[src/rtl/pipe_stage_skid_if.sv]
// Handshake bundle for one elastic pipeline stage: upstream valid/ready/data in,
// downstream valid/ready/data out. master drives the stage, slave is the stage.
interface pipe_stage_skid_if #(
    parameter int WIDTH = 32
);
    logic             in_valid;
    logic             in_ready;
    logic [WIDTH-1:0] in_data;
    logic             out_valid;
    logic             out_ready;
    logic [WIDTH-1:0] out_data;

    modport master (
        output in_valid, in_data, out_ready,
        input  in_ready, out_valid, out_data
    );

    modport slave (
        input  in_valid, in_data, out_ready,
        output in_ready, out_valid, out_data
    );
endinterface

[src/rtl/pipe_stage_skid.sv]
// Elastic pipeline-stage register: main entry plus one-entry skid buffer, registered
// in_ready, synchronous flush and a saturating back-pressure (stall) counter.
module pipe_stage_skid #(
    parameter int               WIDTH          = 32,
    parameter logic [WIDTH-1:0] RESET_DATA     = {WIDTH{1'b0}},
    parameter bit               CLEAR_ON_FLUSH = 1'b1,
    parameter int               CNT_W          = 16
) (
    input  logic                clk,
    input  logic                rst,
    input  logic                flush,
    pipe_stage_skid_if.slave    bus,
    output logic [1:0]          occupancy,
    output logic [CNT_W-1:0]    stall_cnt,
    input  logic                stall_cnt_clr
);

    function automatic logic [CNT_W-1:0] sat_inc(input logic [CNT_W-1:0] v);
        return (&v) ? v : v + CNT_W'(1);
    endfunction

    logic             m_v, s_v, rdy_q;
    logic [WIDTH-1:0] m_d, s_d;
    logic             m_v_n, s_v_n;
    logic [WIDTH-1:0] m_d_n, s_d_n;
    logic [CNT_W-1:0] cnt_n;
    logic             in_fire, out_fire;

    assign in_fire  = bus.in_valid & rdy_q;
    assign out_fire = m_v & bus.out_ready;

    always_comb begin
        m_v_n = m_v;
        s_v_n = s_v;
        m_d_n = m_d;
        s_d_n = s_d;
        if (flush) begin
            // A beat handshaked this cycle belongs to the killed path and is dropped.
            m_v_n = 1'b0;
            s_v_n = 1'b0;
            if (CLEAR_ON_FLUSH) m_d_n = RESET_DATA;
        end else if (!m_v || out_fire) begin
            if (s_v) begin
                m_v_n = 1'b1;
                m_d_n = s_d;
                s_v_n = 1'b0;
            end else if (in_fire) begin
                m_v_n = 1'b1;
                m_d_n = bus.in_data;
            end else begin
                m_v_n = 1'b0;
            end
        end else if (in_fire) begin
            // First stalled cycle: the beat already in flight parks in the skid.
            s_v_n = 1'b1;
            s_d_n = bus.in_data;
        end
    end

    always_comb begin
        cnt_n = stall_cnt;
        if (stall_cnt_clr)              cnt_n = '0;
        else if (m_v && !bus.out_ready) cnt_n = sat_inc(stall_cnt);
    end

    always_ff @(posedge clk) begin
        if (rst) begin
            m_v       <= 1'b0;
            s_v       <= 1'b0;
            rdy_q     <= 1'b1;
            m_d       <= RESET_DATA;
            s_d       <= RESET_DATA;
            stall_cnt <= '0;
        end else begin
            m_v       <= m_v_n;
            s_v       <= s_v_n;
            rdy_q     <= !s_v_n;
            m_d       <= m_d_n;
            s_d       <= s_d_n;
            stall_cnt <= cnt_n;
        end
    end

    assign bus.in_ready  = rdy_q;
    assign bus.out_valid = m_v;
    assign bus.out_data  = m_d;
    assign occupancy     = {1'b0, m_v} + {1'b0, s_v};

endmodule
[src/flat_wrapper.sv]
// flat-port wrapper written by rule: the top's interface ports become plain ports
module pipe_stage_skid_flat 
#(
    parameter int               WIDTH          = 32,
    parameter logic [WIDTH-1:0] RESET_DATA     = {WIDTH{1'b0}},
    parameter bit               CLEAR_ON_FLUSH = 1'b1,
    parameter int               CNT_W          = 16
)
  (clk, rst, flush, occupancy, stall_cnt, stall_cnt_clr, bus_in_valid, bus_in_data, bus_out_ready, bus_in_ready, bus_out_valid, bus_out_data);
  pipe_stage_skid_if #(.WIDTH(WIDTH)) bus_i ();
  input  logic clk;
  input  logic rst;
  input  logic flush;
  output logic [1:0] occupancy;
  output logic [CNT_W-1:0] stall_cnt;
  input  logic stall_cnt_clr;
  input wire logic [$bits(bus_i.in_valid)-1:0] bus_in_valid;
  input wire logic [$bits(bus_i.in_data)-1:0] bus_in_data;
  input wire logic [$bits(bus_i.out_ready)-1:0] bus_out_ready;
  output wire logic [$bits(bus_i.in_ready)-1:0] bus_in_ready;
  output wire logic [$bits(bus_i.out_valid)-1:0] bus_out_valid;
  output wire logic [$bits(bus_i.out_data)-1:0] bus_out_data;
  assign bus_i.in_valid = bus_in_valid;
  assign bus_i.in_data = bus_in_data;
  assign bus_i.out_ready = bus_out_ready;
  assign bus_in_ready = bus_i.in_ready;
  assign bus_out_valid = bus_i.out_valid;
  assign bus_out_data = bus_i.out_data;
  pipe_stage_skid #(.WIDTH(WIDTH), .RESET_DATA(RESET_DATA), .CLEAR_ON_FLUSH(CLEAR_ON_FLUSH), .CNT_W(CNT_W)) u_core (.clk(clk), .rst(rst), .flush(flush), .bus(bus_i), .occupancy(occupancy), .stall_cnt(stall_cnt), .stall_cnt_clr(stall_cnt_clr));
endmodule
[config.mk]
export PLATFORM = sky130hd
export DESIGN_NAME = pipe_stage_skid_flat
export DESIGN_NICKNAME = d
export VERILOG_FILES = /design/src/rtl/pipe_stage_skid_if.sv /design/src/rtl/pipe_stage_skid.sv /design/src/flat_wrapper.sv
export SDC_FILE = /design/constraint.sdc
export NUM_CORES = 1
export LEC_CHECK = 0
export ABC_CLOCK_PERIOD_IN_PS = 2600
export CAP_MARGIN = 20
export CORE_MARGIN = 2
export CORE_UTILIZATION = 30
export DETAILED_ROUTE_END_ITERATION = 7
export PLACE_DENSITY = 0.53
export RECOVER_POWER = 50
export SLEW_MARGIN = 10
export SYNTH_ARGS = -nofsm -noshare
export SYNTH_HDL_FRONTEND = slang
export SYNTH_SLANG_ARGS = --single-unit
[constraint.sdc]
create_clock -name clk -period 2.6 [get_ports clk]
set_input_delay 0.65 -clock clk [delete_from_list [all_inputs] [get_ports clk]]
set_output_delay 0.65 -clock clk [all_outputs]
set_load 0.03 [all_outputs]
==> results of run 1 <==
final cells by class:
class                      instances  share of cell area, %
clock buffer                      10                  4.829
clock inverter                     6                 0.8707
timing repair buffer             100                  20.45
inverter                           2                 0.1583
sequential                        83                  35.04
multi-input combinational        280                  34.96
tap                              140                  3.694
cells in the final DEF (no fill, tap or decap), drive strengths merged:
cell | synthesis | routed
a211oi | 33 | 33
a21oi | 44 | 44
a31oi | 2 | 2
and4 | 2 | 2
and4b | 1 | 1
buf | 2 | 8
clkbuf | 26 | 14
clkdlybuf4s50 | 0 | 68
clkinv | 0 | 2
clkinvlp | 0 | 3
dfxtp | 83 | 83
dlygate4sd3 | 0 | 20
ha | 2 | 2
inv | 2 | 3
mux2i | 34 | 34
nand2 | 75 | 75
nand2b | 1 | 1
nand3 | 5 | 5
nand3b | 1 | 1
nand4 | 4 | 4
nor2 | 38 | 38
nor2b | 1 | 1
nor3 | 3 | 3
nor4 | 2 | 2
o2111ai | 1 | 1
o21ai | 7 | 7
o311ai | 1 | 1
o31ai | 4 | 4
o41ai | 1 | 1
or2 | 4 | 4
or3 | 5 | 5
or4 | 7 | 7
or4b | 1 | 1
xor2 | 1 | 1
layer usage:
| metal | vias up | global-route usage (%) | wire length (um) |
|---|---|---|---|
| met5 | - | 0 | 0 |
| met4 | 0 | 4.750 | 93 |
| met3 | 10 | 4.101 | 415 |
| met2 | 63 | 24.66 | 4261 |
| met1 | 1413 | 18.00 | 4222 |
| li1 | 1563 | - | - |
registers in the layout (all words and copies together), names as in the netlist:
signal,cells
u_core.stall_cnt,16
u_core.bus.out_data,32
u_core.s_v,1
u_core.bus.in_ready,1
u_core.s_d,32
u_core.bus.out_valid,1
stage by stage:
stage	total power [mW]	setup WS, ps	util, %	instance area [um2]	cells
floorplan	1.483	542.0	-	3421	393
global placement	1.626	116.8	40.94	4497	605
detailed placement	1.628	84.93	40.94	4497	605
CTS	2.814	282.0	43.40	4767	621
global route	2.876	199.8	43.18	4742	621
finish	2.760	299.9	43.18	4742	621
final timing paths:
path / slack (ps) / to / startpoint
max: 300 / u_core.stall_cnt[13]$_SDFFE_PP0P_ / bus_out_ready
max reg2reg: 450 / u_core.bus.out_data[18]$_SDFFE_PP0P_ / u_core.s_v$_SDFF_PP0_
min: 450 / u_core.s_d[16]$_SDFFE_PP0P_ / u_core.s_d[16]$_SDFFE_PP0P_
min reg2reg: 450 / u_core.s_d[16]$_SDFFE_PP0P_ / u_core.s_d[16]$_SDFFE_PP0P_
worst max-delay path, delay by kind of cell:
family | cells | cell delay (ps)
compound gates | 1 | 170
buf+inv | 1 | 580
simple gates | 3 | 1160
report_power, final:
group,internal (mW),switching (mW),total (mW)
combinational,0.121,0.151,0.272
sequential,1.30,0.0154,1.31
clock,0.647,0.526,1.17
cell families after synthesis:
group           after synthesis  share of synthesized area, %
mux                          34                         9.949
compound gates               93                         16.72
flops                        83                         48.57
fa+ha+maj                     2                        0.7314
xor+xnor                      1                        0.2561
simple gates                150                         20.45
buf+inv                      30                         3.328
==> impl_results.md, run 1 <==
* Status: finished clean
* Relative slew slack at 46.49%
* Worst endpoint required time at 2860 ps
* CTS clock-pin slew for the worst setup and hold paths at 60 ps
* Max-cap violations at 0
* First-pass iteration count of the detailed router at 4
* Seq cells post-synth at 83
* Synth Area per Inst at 8.704 um2
* Pin count of the biggest net entering global routing at 65
* Critical Path End Type: flop
* Biggest area consumer among synthesized cells: dfxtp_1
* Total core area at 10980 um2
* CP Launch Type: input pin
* Power Dens Cells at 582.1 nW/um2
* WL final at 8992 um
* Drt drc at 0
* Routed length per instance at 14.48 um
* Total CTS buffers at 9
* Max stage delay on crit path at 580 ps
* WS Path Type: input pin to flop
* First-pass GRT wire length at 14560 um
* Detail Placement HPWL at 5998 um
* Yosys cell types at 37
* Initial antenna violation count at 0
* Gr usage total at 14.62%
* Seq/Total Area, Yosys at 48.57%
* Syn-to-layout area delta at 38.62%
* Clk buf depth at 2
* Diodes inserted at 0
* Primary FF master, synth: dfxtp_1
* Final Hold Vio Count at 0
* Port bufs at 89
* Fin crit period at 2300 ps
* Least-Margin Pin Slew at 802.7 ps
* # rows at 38
* RSZ-0062 raised after global routing: no
* Crit path cell chain: dlygate4sd3_1 -> nand2b_1 -> or4_4 -> or4_1 -> a21oi_1
* Hold Path Depth at 2
* Clk_lat worst skew at 330 ps
* Final setup TNS at 0 ps
* Async set-reset flop share out of synthesis at 0%
* Max H-tree Level at 3
* CTS tree: done
* Post-CTS Setup Bufs at 0
* Final antenna-violating net count at 0
* Setup violators final at 0
* Syn nets at 433
* Die Area at 12270 um2
* Routed vias/inst at 4.910
* Synth top area share at 48.57%
* Post-Synthesis Cell Area at 3421 um2
* Synth warn at 0
* Most common cell in the netlist: dfxtp_1
* Slowest CP cell: dlygate4sd3_1
* Lkg Pwr at 1.581 nW
* Hold Path Class: flop to flop
* Clock skew at 7.436 ps
* Vias at 3049
* Starting Density at 31.15%
* Footprint of the multi-input gates at 1658 um2
* Mapped Cells at 393
* Peak VDD IR at 0.2457 mV
* CP max FO at 4
* Post-CTS sizing at 0
* Post-synth EDFFs at 0
* Root Driver: clkbuf_16
* Layout cells sized above 1 at 7.900%
* Initial drt markers at 87
* Sequential Area at 1662 um2
* Nets@finish at 516
* Period utilization at 88.46%
* R2R cell count at 6
* Placer Congestion at 0.7596
* Clk sink count at 83
* Top cells by area, synth: dfxtp_1 49%, mux2i_1 9.9%, nand2_1 8.2%, a211oi_1 7.2%, a21oi_1 6.4%
* Global route total overflow at 0
* # hold bufs at CTS at 0
* DIE WIDTH at 110.8 um
* Fillers at 1105
* Hold_ws at 452.6 ps
* Final Max Tran Viols at 0
* Vias in the first global route at 2858
* Top cells by count, synth: 83 x dfxtp_1, 75 x nand2_1, 44 x a21oi_1, 38 x nor2_1, 34 x mux2i_1
* Fmax at 0.4348 GHz
* CP arrival at 2560 ps
* Die Y at 110.8 um
* Ports at 90
Power figures use the tool's default switching activity.
==> run 2: changes to the inputs <==
Settings changed: ABC_AREA from default to 1, CELL_PAD_IN_SITES_DETAIL_PLACEMENT from default to 0, CELL_PAD_IN_SITES_GLOBAL_PLACEMENT from default to 1, PLACE_DENSITY 0.53 to 0.69.
==> run 2 against run 1 <==
  * Critical path depth shrank 3
  * The run now ends with DRC left
  * Cell count grew 16%
  * Area after synthesis grew 4.4%
  * Largest cell class unchanged
  * Synthesized cell count grew 24%
  * Combinational power grew 3%
  * Total power grew 7.6%
  * Register-to-register slack gained 280 ps
  * Highest routed layer unchanged
  * Non-clock buffer count shrank 1
==> impl_results.md, run 2 <==
* Status: finished, violations left
* Failing checks: DRC
* Post-Synthesis Cell Area at 3571 um2 (+4.4%)
* Logic pwr share at 9.4% (-0.5 points)
* Initial drt markers at 178 (+100%)
* CP max FO at 3 (-1)
* Relative slew slack at 22.99% (-24 points)
* Most frequent cells in the layout: 168 x nand2_1, 83 x dfxtp_1, 79 x clkdlybuf4s50_1, 41 x a21oi_1, 40 x nor2_1
* Max-cap violations at 0 (unchanged)
* First-pass iteration count of the detailed router at 6 (+2)
* WS Path Type: flop to primary output
* Post-CTS Setup Bufs at 0 (unchanged)
* Mapped Cells at 487 (+24%)
* Clock power frac at 46.2% (+3.7 points)
* Final setup TNS at 0 ps (unchanged)
* Clock skew at 4.263 ps (-3.173 ps)
* # rows at 39 (+2.6%)
* Most common cell in the netlist: nand2_1
* Port bufs at 89 (unchanged)
* CTS clock-pin slew for the worst setup and hold paths at 60 ps (about the same)
* Starting Density at 31.01% (-0.14 points)
* Fmax at 0.4418 GHz (+1.6%)
* Int Power at 2.269 mW (+9.8%)
* Least-Margin Pin Slew at 1151 ps (+348.2 ps)
* Root Driver: clkbuf_16
* Diodes inserted at 0 (unchanged)
* Setup violators final at 0 (unchanged)
* Layout Utilization at 42.11% (-1.1 points)
* # hold bufs at CTS at 0 (unchanged)
* Crit path cell chain: ha_1 -> clkdlybuf4s50_1
* Seq cells post-synth at 83 (unchanged)
* Slowest CP cell: clkdlybuf4s50_1
* Total core area at 11520 um2 (+4.9%)
* Biggest area consumer among synthesized cells: dfxtp_1
* Clk_lat worst skew at 340 ps (about the same)
* Peak VDD IR at 0.3183 mV (+30%)
* Fin crit period at 2264 ps (-36.53 ps)
* Clk buf depth at 2 (unchanged)
* CP arrival at 1610 ps (-950 ps)
* Nets@finish at 611 (+18%)
* Period utilization at 87.06% (-1.4 points)
* WL final at 10150 um (+13%)
* Top cells by count, synth: 167 x nand2_1, 83 x dfxtp_1, 41 x a21oi_1, 39 x nor2_1, 32 x a31oi_1
* Gr usage total at 16.63% (+2.0 points)
* Hold Path Class: flop to flop
* Post-synth EDFFs at 0 (unchanged)
* RSZ-0062 raised after global routing: no
* Die Area at 12790 um2 (+4.2%)
* Critical Path End Type: primary output
* Sw Ratio at 23.62% (-1.5 points)
* Pre-CTS WS at 303.3 ps (+218.4 ps)
* Clk sink count at 83 (unchanged)
* Final instance area at 4850 um2 (+2.3%)
* Worst Setup Slack, final at 336.5 ps (+36.53 ps)
* Lkg Pwr at 1.775 nW (+12%)
* CP Launch Type: flop
* Power Dens Cells at 612.6 nW/um2 (+5.2%)
* Routed vias/inst at 4.791 (-2.4%)
* Synth warn at 0 (unchanged)
* Die Y at 113.1 um (+2.1%)
* Vias in the first global route at 3423 (+20%)
* Most common cell after layout, fill and taps aside: nand2_1
* First-pass GRT wire length at 16930 um (+16%)
* Post-CTS sizing at 0 (unchanged)
* Initial antenna violation count at 0 (unchanged)
* Synth Area per Inst at 7.332 um2 (-16%)
* Synth top area share at 46.53% (-2.0 points)
* Primary FF master, synth: dfxtp_1
* Global route total overflow at 0 (unchanged)
* Yosys cell types at 27 (-27%)
* Flop pwr share at 44.3% (-3.3 points)
* Routed length per instance at 14.12 um (-2.5%)
* Drt drc at 6 (+6)
* Syn nets at 527 (+22%)
* Ports at 90 (unchanged)
* Vias at 3445 (+13%)
* Pin count of the biggest net entering global routing at 34 (-48%)
* Final Max Tran Viols at 0 (unchanged)
* Top cells by area, synth: dfxtp_1 47%, nand2_1 18%, a21oi_1 5.7%, a31oi_1 5.6%, nor2_1 4.1%
* Layout cells sized above 1 at 6.771% (-1.1 points)
* Hold_ws at 462.4 ps (+9.843 ps)
* Max stage delay on crit path at 670 ps (+90 ps)
* CTS tree: done
* Async set-reset flop share out of synthesis at 0% (unchanged)
* DIE WIDTH at 113.1 um (+2.1%)
* Detail Placement HPWL at 7059 um (+18%)
* Syn-to-layout area delta at 35.81%
* Placer Congestion at 0.7863 (+3.5%)
* Seq/Total Area, Yosys at 46.53% (-2.0 points)
* Final Hold Vio Count at 0 (unchanged)
* R2R setup slack at 730 ps (+280 ps)
* Final antenna-violating net count at 0 (unchanged)
* Total CTS buffers at 9 (unchanged)
* Placed Area at 4559 um2 (+1.4%)
* NetSw at 701.7 uW (+1.3%)
* Worst endpoint required time at 1950 ps (-910 ps)
* Max H-tree Level at 3 (unchanged)
[run 2: power by group through the flow]
stage                     logic, mW  clock network [mW]  registers, mW
after floorplan              0.0978                   0           1.39
after global placement        0.286                   0           1.35
after detailed placement      0.288                   0           1.35
after CTS                     0.289                1.41           1.32
after global routing          0.305                1.45           1.32
final                         0.280                1.37           1.32
[run 2: critical path, delay by kind of cell, from the launching register on]
family | cells | cell delay (ps)
adders and majority gates | 1 | 280
buffers and inverters | 1 | 670
DFF | 1 | 330
[run 2: logic make-up (layout without fill, tap and decap cells)]
group / after synthesis / in the layout / synth area share, %
and+or+nand+nor: 244 / 244 / 28.70
AOI/OAI and AO/OA: 108 / 108 / 16.82
DFF: 83 / 83 / 46.53
buffers and inverters: 50 / 139 / 7.252
adders and majority gates: 2 / 2 / 0.7007
[run 2: final timing paths]
check / start / endpoint / cells after the start
hold / removal: u_core.s_d[4]$_SDFFE_PP0P_ / u_core.s_d[4]$_SDFFE_PP0P_ / 2
setup reg to reg: u_core.s_v$_SDFF_PP0_ / u_core.bus.out_data[19]$_SDFFE_PP0P_ / 8
setup / recovery: u_core.bus.out_valid$_SDFFE_PP0P_ / occupancy[0] / 2
hold reg to reg: u_core.s_d[4]$_SDFFE_PP0P_ / u_core.s_d[4]$_SDFFE_PP0P_ / 2
[run 2: cell type report]
cell class / instances / area, um2
repair buffers: 99 / 964.7
inverters: 24 / 92.59
flip-flops and latches: 83 / 1662
well taps: 143 / 178.9
clock buffers: 10 / 229.0
multi-input cells: 354 / 1634
fillers: 1192 / 6666
clock inverters: 6 / 88.84
[run 2: layer usage]
| metal | share of wire, % | global-route usage, % | vias up | wire length, um |
|---|---|---|---|---|
| li1 | - | - | 1779 | - |
| met1 | 49 | 22.59 | 1573 | 4998 |
| met2 | 44 | 26.03 | 83 | 4516 |
| met3 | 4.6 | 2.839 | 10 | 469 |
| met4 | 1.6 | 7.317 | 0 | 163 |
| met5 | 0 | 0 | - | 0 |
[run 2: metrics by stage]
step	power (mW)	instances
2_1_floorplan	1.488	487
3_3_place_gp	1.632	703
3_5_place_dp	1.634	703
4_1_cts	3.016	719
5_1_grt	3.079	719
6_report	2.971	719
